==> src/rtl/norm_pipe.sv <==
// ============================================================================
// Module      : norm_pipe
// Description : Two-stage normaliser for a floating-point adder result.
//               Stage 1 registers the raw sum and its leading-zero count;
//               stage 2 shifts the mantissa, adjusts the exponent and
//               raises the zero / underflow / exponent-saturation flags.
//               Valid/ready handshake on both sides, one beat per cycle.
// Options     : NORM_PIPE_STICKY_EN - when defined, the bit shifted out on
//               a carry-out is ORed into the result LSB as a sticky bit.
// Revision    : 1.0 - initial release
// ============================================================================
`default_nettype none

module norm_pipe #(
   parameter int SIZE_DATA = 16,
   parameter int SIZE_EXP  = 8,
   parameter int SIZE_LOPD = $clog2(SIZE_DATA)
) (
   input  logic                 i_clk,
   input  logic                 i_rst,
   input  logic                 i_valid,
   output logic                 o_ready,
   input  logic                 i_overflow,
   input  logic [SIZE_DATA-1:0] i_mantissa,
   input  logic [SIZE_EXP-1:0]  i_exponent,
   output logic                 o_valid,
   input  logic                 i_ready,
   output logic [SIZE_DATA-1:0] o_mantissa,
   output logic [SIZE_EXP-1:0]  o_exponent,
   output logic                 o_zero,
   output logic                 o_underflow,
   output logic                 o_exp_sat
);

   // Comparison width wide enough for both the shift count and the exponent
   localparam int C_CMP_W = ((SIZE_LOPD > SIZE_EXP) ? SIZE_LOPD : SIZE_EXP) + 1;

   // Stage 1 registers
   logic                 r_s1_valid;
   logic                 r_s1_ovf;
   logic                 r_s1_zero;
   logic [SIZE_DATA-1:0] r_s1_mant;
   logic [SIZE_EXP-1:0]  r_s1_exp;
   logic [SIZE_LOPD-1:0] r_s1_lz;

   // Stage 2 registers (drive the outputs directly)
   logic                 r_s2_valid;
   logic [SIZE_DATA-1:0] r_mant;
   logic [SIZE_EXP-1:0]  r_exp;
   logic                 r_zero;
   logic                 r_uf;
   logic                 r_sat;

   // Handshake and stage-1 combinational results
   logic                 w_s2_adv;
   logic                 w_in_xfer;
   logic [SIZE_LOPD-1:0] w_lz;
   logic                 w_zero;

   // Stage-2 next-state values
   logic [SIZE_DATA-1:0] w_nx_mant;
   logic [SIZE_EXP-1:0]  w_nx_exp;
   logic                 w_nx_zero;
   logic                 w_nx_uf;
   logic                 w_nx_sat;
   logic [C_CMP_W-1:0]   w_lz_ext;
   logic [C_CMP_W-1:0]   w_exp_ext;

   // Stage 2 can take new content when empty or when its beat leaves now.
   // Stage 1 frees up whenever stage 2 can take its beat.
   assign w_s2_adv  = ~r_s2_valid | i_ready;
   assign o_ready   = ~r_s1_valid | w_s2_adv;
   assign w_in_xfer = i_valid & o_ready;

   // A true zero only exists without a carry-out; a carry makes the sum nonzero
   assign w_zero = ~i_overflow & (i_mantissa == '0);

   // Leading-zero count: the highest set bit wins, scanned from the LSB upward
   always_comb begin
      w_lz = '0;
      for (int i = 0; i < SIZE_DATA; i++) begin
         if (i_mantissa[i]) begin
            w_lz = SIZE_LOPD'(SIZE_DATA - 1 - i);
         end
      end
   end

   assign w_lz_ext  = C_CMP_W'(r_s1_lz);
   assign w_exp_ext = C_CMP_W'(r_s1_exp);

   // Normalisation of the stage-1 beat; all fields are zero for an empty stage
   always_comb begin
      w_nx_mant = '0;
      w_nx_exp  = '0;
      w_nx_zero = 1'b0;
      w_nx_uf   = 1'b0;
      w_nx_sat  = 1'b0;
      if (r_s1_valid) begin
         if (r_s1_zero) begin
            w_nx_zero = 1'b1;
         end else if (r_s1_ovf) begin
            w_nx_mant = {1'b1, r_s1_mant[SIZE_DATA-1:1]};
`ifdef NORM_PIPE_STICKY_EN
            w_nx_mant[0] = r_s1_mant[1] | r_s1_mant[0];
`endif
            if (r_s1_exp == '1) begin
               w_nx_exp = '1;
               w_nx_sat = 1'b1;
            end else begin
               w_nx_exp = r_s1_exp + SIZE_EXP'(1);
            end
         end else if (r_s1_lz == '0) begin
            // Already normalised
            w_nx_mant = r_s1_mant;
            w_nx_exp  = r_s1_exp;
         end else if (w_lz_ext < w_exp_ext) begin
            // lz < exponent guarantees lz fits in SIZE_EXP bits
            w_nx_mant = r_s1_mant << r_s1_lz;
            w_nx_exp  = r_s1_exp - SIZE_EXP'(r_s1_lz);
         end else begin
            // Exponent would drop below 1: flush to zero
            w_nx_zero = 1'b1;
            w_nx_uf   = 1'b1;
         end
      end
   end

   // Stage 1: capture inputs, leading-zero count and zero detect
   always_ff @(posedge i_clk) begin
      if (i_rst) begin
         r_s1_valid <= 1'b0;
         r_s1_ovf   <= 1'b0;
         r_s1_zero  <= 1'b0;
         r_s1_mant  <= '0;
         r_s1_exp   <= '0;
         r_s1_lz    <= '0;
      end else if (w_in_xfer) begin
         r_s1_valid <= 1'b1;
         r_s1_ovf   <= i_overflow;
         r_s1_zero  <= w_zero;
         r_s1_mant  <= i_mantissa;
         r_s1_exp   <= i_exponent;
         r_s1_lz    <= w_lz;
      end else if (w_s2_adv) begin
         r_s1_valid <= 1'b0;
      end
   end

   // Stage 2: register the normalised result; holds while stalled downstream
   always_ff @(posedge i_clk) begin
      if (i_rst) begin
         r_s2_valid <= 1'b0;
         r_mant     <= '0;
         r_exp      <= '0;
         r_zero     <= 1'b0;
         r_uf       <= 1'b0;
         r_sat      <= 1'b0;
      end else if (w_s2_adv) begin
         r_s2_valid <= r_s1_valid;
         r_mant     <= w_nx_mant;
         r_exp      <= w_nx_exp;
         r_zero     <= w_nx_zero;
         r_uf       <= w_nx_uf;
         r_sat      <= w_nx_sat;
      end
   end

   assign o_valid     = r_s2_valid;
   assign o_mantissa  = r_mant;
   assign o_exponent  = r_exp;
   assign o_zero      = r_zero;
   assign o_underflow = r_uf;
   assign o_exp_sat   = r_sat;

endmodule

`default_nettype wire

==> config.mk <==
export PLATFORM = sky130hd
export DESIGN_NAME = norm_pipe
export DESIGN_NICKNAME = d
export VERILOG_FILES = /design/src/rtl/norm_pipe.sv
export SDC_FILE = /design/constraint.sdc
export NUM_CORES = 1
export LEC_CHECK = 0
export ABC_CLOCK_PERIOD_IN_PS = 3050
export BUFFER_PORTS_ARGS = -buffer_cell sky130_fd_sc_hd__buf_2
export CAP_MARGIN = 25
export CORE_MARGIN = 2
export CORE_UTILIZATION = 53
export DETAILED_ROUTE_END_ITERATION = 10
export GPL_ROUTABILITY_DRIVEN = 1
export HOLD_SLACK_MARGIN = 0.12
export PLACE_DENSITY = 0.75
export SLEW_MARGIN = 20
export SYNTH_ARGS = -nofsm -noshare
export SYNTH_HDL_FRONTEND = slang
export SYNTH_SLANG_ARGS = --single-unit
==> constraint.sdc <==
create_clock -name i_clk -period 3.05 [get_ports i_clk]
set_input_delay 0.305 -clock i_clk [delete_from_list [all_inputs] [get_ports i_clk]]
set_output_delay 0.305 -clock i_clk [all_outputs]
set_load 0.02 [all_outputs]
==> results list <==
* Status: completed
* Number of cell rows: 30
- The clock drives 59 sinks.
- In this run the horizontal extent of the chip is 87.3 um.
- The number of gates resized after CTS was 0.
- Count of input and output buffers: 57
- The largest total area in the synthesized netlist belongs to sky130_fd_sc_hd__dfxtp_1.
* CP arrival: 3.05 ns
- The completed layout was analyzed and its total power is 0.00200 W.
- After the last flow step, the layout net total stands at 533.
* Sequential fraction of the synthesis area: 32.1%
- Buffers inserted during clock tree synthesis total 9.
* Critical Path Stages: 8
- After routing, the total negative slack on setup checks comes to 0 ns.
- Critical path buffers and inverters: 1
* Post-synth top area share: 32.1%
* Setup ws final: 0.267 ns
* Drt first-iter violations: 338
* Critical-path cell list: inv_1, ha_1, fa_1, nand2b_1, a211oi_4, o21bai_4, or4_1, a221oi_2
* Type of origin of the critical path: flip-flop
- Die Footprint: 0.00763 sq mm
* Core box area: 0.00676 sq mm
- Bufs on Longest Clock Path: 2
- Flip-flop cell with the highest count after synthesis: sky130_fd_sc_hd__dfxtp_1
- STA puts the critical path data required time at 3.32 ns.
- After clock tree synthesis, the clock-pin slew on the worst setup and hold paths is 0.08 ns.
- The Yosys step of the flow raised 0 warnings.
- Internal power: 0.00140 W
- For this design, the slowest cell found on the critical path is sky130_fd_sc_hd__or4_1.
* Max Slew Vio Count: 0
* Maxcap violations: 0
- After layout, the worst path uses 91.3% of the clock period.
- Setup repair after global routing left no endpoint under its margin.
- Crit Path Max Fanout: 18
- Synthesis produced a netlist whose cell count is 453.
- Wires add up to 10300 um.
- The repair_antennas step left the layout with diodes totalling 0.
- Cell count of the worst reg-to-reg path: 8
* Launch instance of the worst register-to-register path: r_s1_exp[0]$_SDFFE_PP0P_
* Weighted congestion at the end of routability-driven global placement: 0.930
- Power share of the combinational group: 16.7%
- HPWL after detailed placement: 7310 um
- Vias per cell: 6.50
- Mean area per synthesized cell: 8.13 sq um
- Hold crit path type: in2reg
- Number of fill cells: 617
* Number of enable-type register cells in the synthesized netlist: 0
* Number of buffers inserted by hold repair at cts: 0
* Number of search-and-repair iterations in the first detailed-routing pass: 5
- Number of buffers inserted by post-CTS setup repair: 0
- The initial utilization of the core area, before any placement, comes to 54.5%.
* Flop pwr share: 42.3%
- Maximum number of pins on one net before global-route repair: 44
- The critical path is of the reg2reg type.
- Biggest cell delay along the critical path: 0.55 ns
* CTS tree: yes
- In this run the tightest slew margin relative to its limit is 45.9%.
- Clock share of power: 41.0%
- Post-route minimum period: 2.78 ns
- Placed cells: 567
- In the final routed layout, each cell accounts on average for 17.7 um.
- Vias in the first global route: 3373
- The count of cells in the finished layout, fillers not included, comes to 583.
- At the placement stage, the worst setup path has a slack of 0.350 ns.
- Summing all multi-input logic gate instances after layout gives 0.00229 sq mm.
* Switching share of power: 30.0%
* Layout-stage area growth over the synthesis result: 14.5%
- Across all layers, the routed design uses 3789 vias.
- Hold Path Cell Cnt: 3
- Register-to-register path setup slack: 0.27 ns
- Global-route wire length before repair: 16900 um
- Pin placement for this block handled 58 I/O pins.
* Final setup violating endpoints: 0
* Share of post-route cells with drive strength above 1: 21.1%
- Syn Std Cell Area: 0.00368 sq mm
- The worst register-to-register path ends at o_mantissa[6]$_SDFFE_PP0P_.
- Later-pin clock latency in the skew report: 0.36 ns
- In this run, synthesis produced a sequential element count of 59.
* Post-route cell area: 0.00422 sq mm
- When the netlist entered floorplanning its net count stood at 488.
- Leakage dissipation: 1.62 nW
- Total global routing track utilization: 28.5%
- The total overflow left after global routing is 0.
- Footprint of the flip-flops and latches: 0.00118 sq mm
- Yosys attributes the largest share of cell area to sky130_fd_sc_hd__dfxtp_1 32%, sky130_fd_sc_hd__nand2_1 8.1%, sky130_fd_sc_hd__a21oi_1 6.3%.
* Root Buffer Master: sky130_fd_sc_hd__clkbuf_8
- Critical Path End Type: flip-flop
* VDD IR-drop max: 317 uV
* Number of distinct standard cells referenced by the synthesized netlist: 65
- Layout Skew: 0.0127 ns
- The number of antenna violations at the first check in global routing was 0.
- The number of failing hold endpoints at the final stage is 0.
- The floorplan step set the die height to 87.3 um.
* Placed instance area: 0.00399 sq mm
* F_max: 0.359 GHz
* CP delay by family, top: simple AND/OR/NAND/NOR gates
- Least-Margin Pin Slew: 0.812 ns
* Launching element of the worst setup path: r_s1_exp[0]$_SDFFE_PP0P_
- DRC Markers: 0
* Pwr dens: 474 mW/mm^2
- Share of synthesized flip-flops with an asynchronous set or reset: 0%
* Critical path capture point: o_mantissa[6]$_SDFFE_PP0P_
* Maximum level of the CTS H-tree: 3
- The detail route stage leaves a number of antenna-violating nets equal to 0.
- Net Sw Power: 0.000599 W
[final cells by class]
| cell class | count | area share (%) |
|---|---|---|
| inverter | 11 | 0.980 |
| multi-input combinational | 348 | 54.4 |
| tap | 80 | 2.37 |
| timing repair buffer | 69 | 8.90 |
| clock buffer | 9 | 2.94 |
| clock inverter | 7 | 2.40 |
| sequential | 59 | 28.0 |
[worst min path at each step]
stage / startpoint / end / slack (ns)
global route: i_exponent[3] / r_s1_exp[3]$_SDFFE_PP0P_ / 0.19
global placement: o_exponent[4]$_SDFFE_PP0P_ / o_exponent[4]$_SDFFE_PP0P_ / 0.43
floorplan: i_mantissa[15] / r_s1_mant[15]$_SDFFE_PP0P_ / 0.44
finish: i_exponent[2] / r_s1_exp[2]$_SDFFE_PP0P_ / 0.18
detailed placement: o_exponent[4]$_SDFFE_PP0P_ / o_exponent[4]$_SDFFE_PP0P_ / 0.44
CTS: i_exponent[4] / r_s1_exp[4]$_SDFFE_PP0P_ / 0.18
[through the flow]
step	util, %	hold WS (ns)
finish	62.4	0.176
global route	62.4	0.192
CTS	62.4	0.175
detailed placement	59.1	0.437
global placement	59.1	0.430
floorplan	-	0.441
[flip-flops by register name (all words and copies together) (netlist names)]
| signal | cells |
|---|---|
| r_s1_exp | 8 |
| r_s1_lz | 4 |
| r_s1_ovf | 1 |
| o_valid | 1 |
| r_s1_mant | 16 |
| o_mantissa | 16 |
| r_s1_zero | 1 |
| o_exp_sat | 1 |
| o_zero | 1 |
| o_underflow | 1 |
| o_exponent | 8 |
| r_s1_valid | 1 |
[tightest hold or removal path, stage by stage]
cell and delay, ns:
sky130_fd_sc_hd__buf_2 0.09, sky130_fd_sc_hd__nand2_1 0.04, sky130_fd_sc_hd__a21oi_1 0.05
[Yosys cell counts, drive strengths merged (4+ instances only)]
library cell	n
a22oi	5
or3	5
ha	5
o31ai	7
nand4	4
or4	4
nor4	5
o21ai	22
a221oi	16
nor2	28
a31oi	4
nand2	79
clkbuf	25
a2111oi	4
nand3	7
buf	10
mux2i	9
dfxtp	59
a21oi	47
a211oi	5
a32o	5
nand2b	10
mux4	9
and3	5
nor2b	8
nor3	9
inv	10
[cell usage in the layout (no fill, tap or decap), types with 7 or more instances in the layout]
cell,Yosys,layout
sky130_fd_sc_hd__clkbuf_8,0,9
sky130_fd_sc_hd__nor3_1,9,9
sky130_fd_sc_hd__o31ai_1,7,7
sky130_fd_sc_hd__o21ai_0,20,20
sky130_fd_sc_hd__inv_1,10,10
sky130_fd_sc_hd__nand2b_1,10,10
sky130_fd_sc_hd__nor2b_1,8,7
sky130_fd_sc_hd__a221oi_1,15,15
sky130_fd_sc_hd__mux2i_1,9,9
sky130_fd_sc_hd__mux4_2,9,9
sky130_fd_sc_hd__buf_4,3,12
sky130_fd_sc_hd__nand2_1,79,79
sky130_fd_sc_hd__nand3_1,7,7
sky130_fd_sc_hd__buf_2,3,57
sky130_fd_sc_hd__dfxtp_1,59,59
sky130_fd_sc_hd__nor2_1,28,28
sky130_fd_sc_hd__a21oi_1,46,46
[routing by layer]
| metal | GRT usage, % | vias up | part of all wire (%) |
|---|---|---|---|
| met5 | 0 | - | 0 |
| met4 | 11.6 | 0 | 3.0 |
| met1 | 42.0 | 1772 | 46 |
| met2 | 39.9 | 209 | 42 |
| met3 | 6.35 | 31 | 9.3 |
| li1 | - | 1777 | - |
[power groups by stage]
stage               Clock, W  Combinational, W  Sequential, W
floorplan                  0          0.000235       0.000852
CTS                 0.000824          0.000329       0.000841
global route        0.000860          0.000366       0.000847
global placement           0          0.000322       0.000857
finish              0.000819          0.000333       0.000844
detailed placement         0          0.000327       0.000859
[logic make-up (layout without fill, tap and decap cells)]
kind of cell,after synthesis,after routing,synth area share (%)
mux,19,19,8.26
simple gates,179,179,24.2
buf+inv,46,96,5.71
compound gates,140,140,26.5
flops,59,59,32.1
fa+ha+maj,6,6,2.24
xor+xnor,4,4,0.952
(Power assumes the default switching activity.)
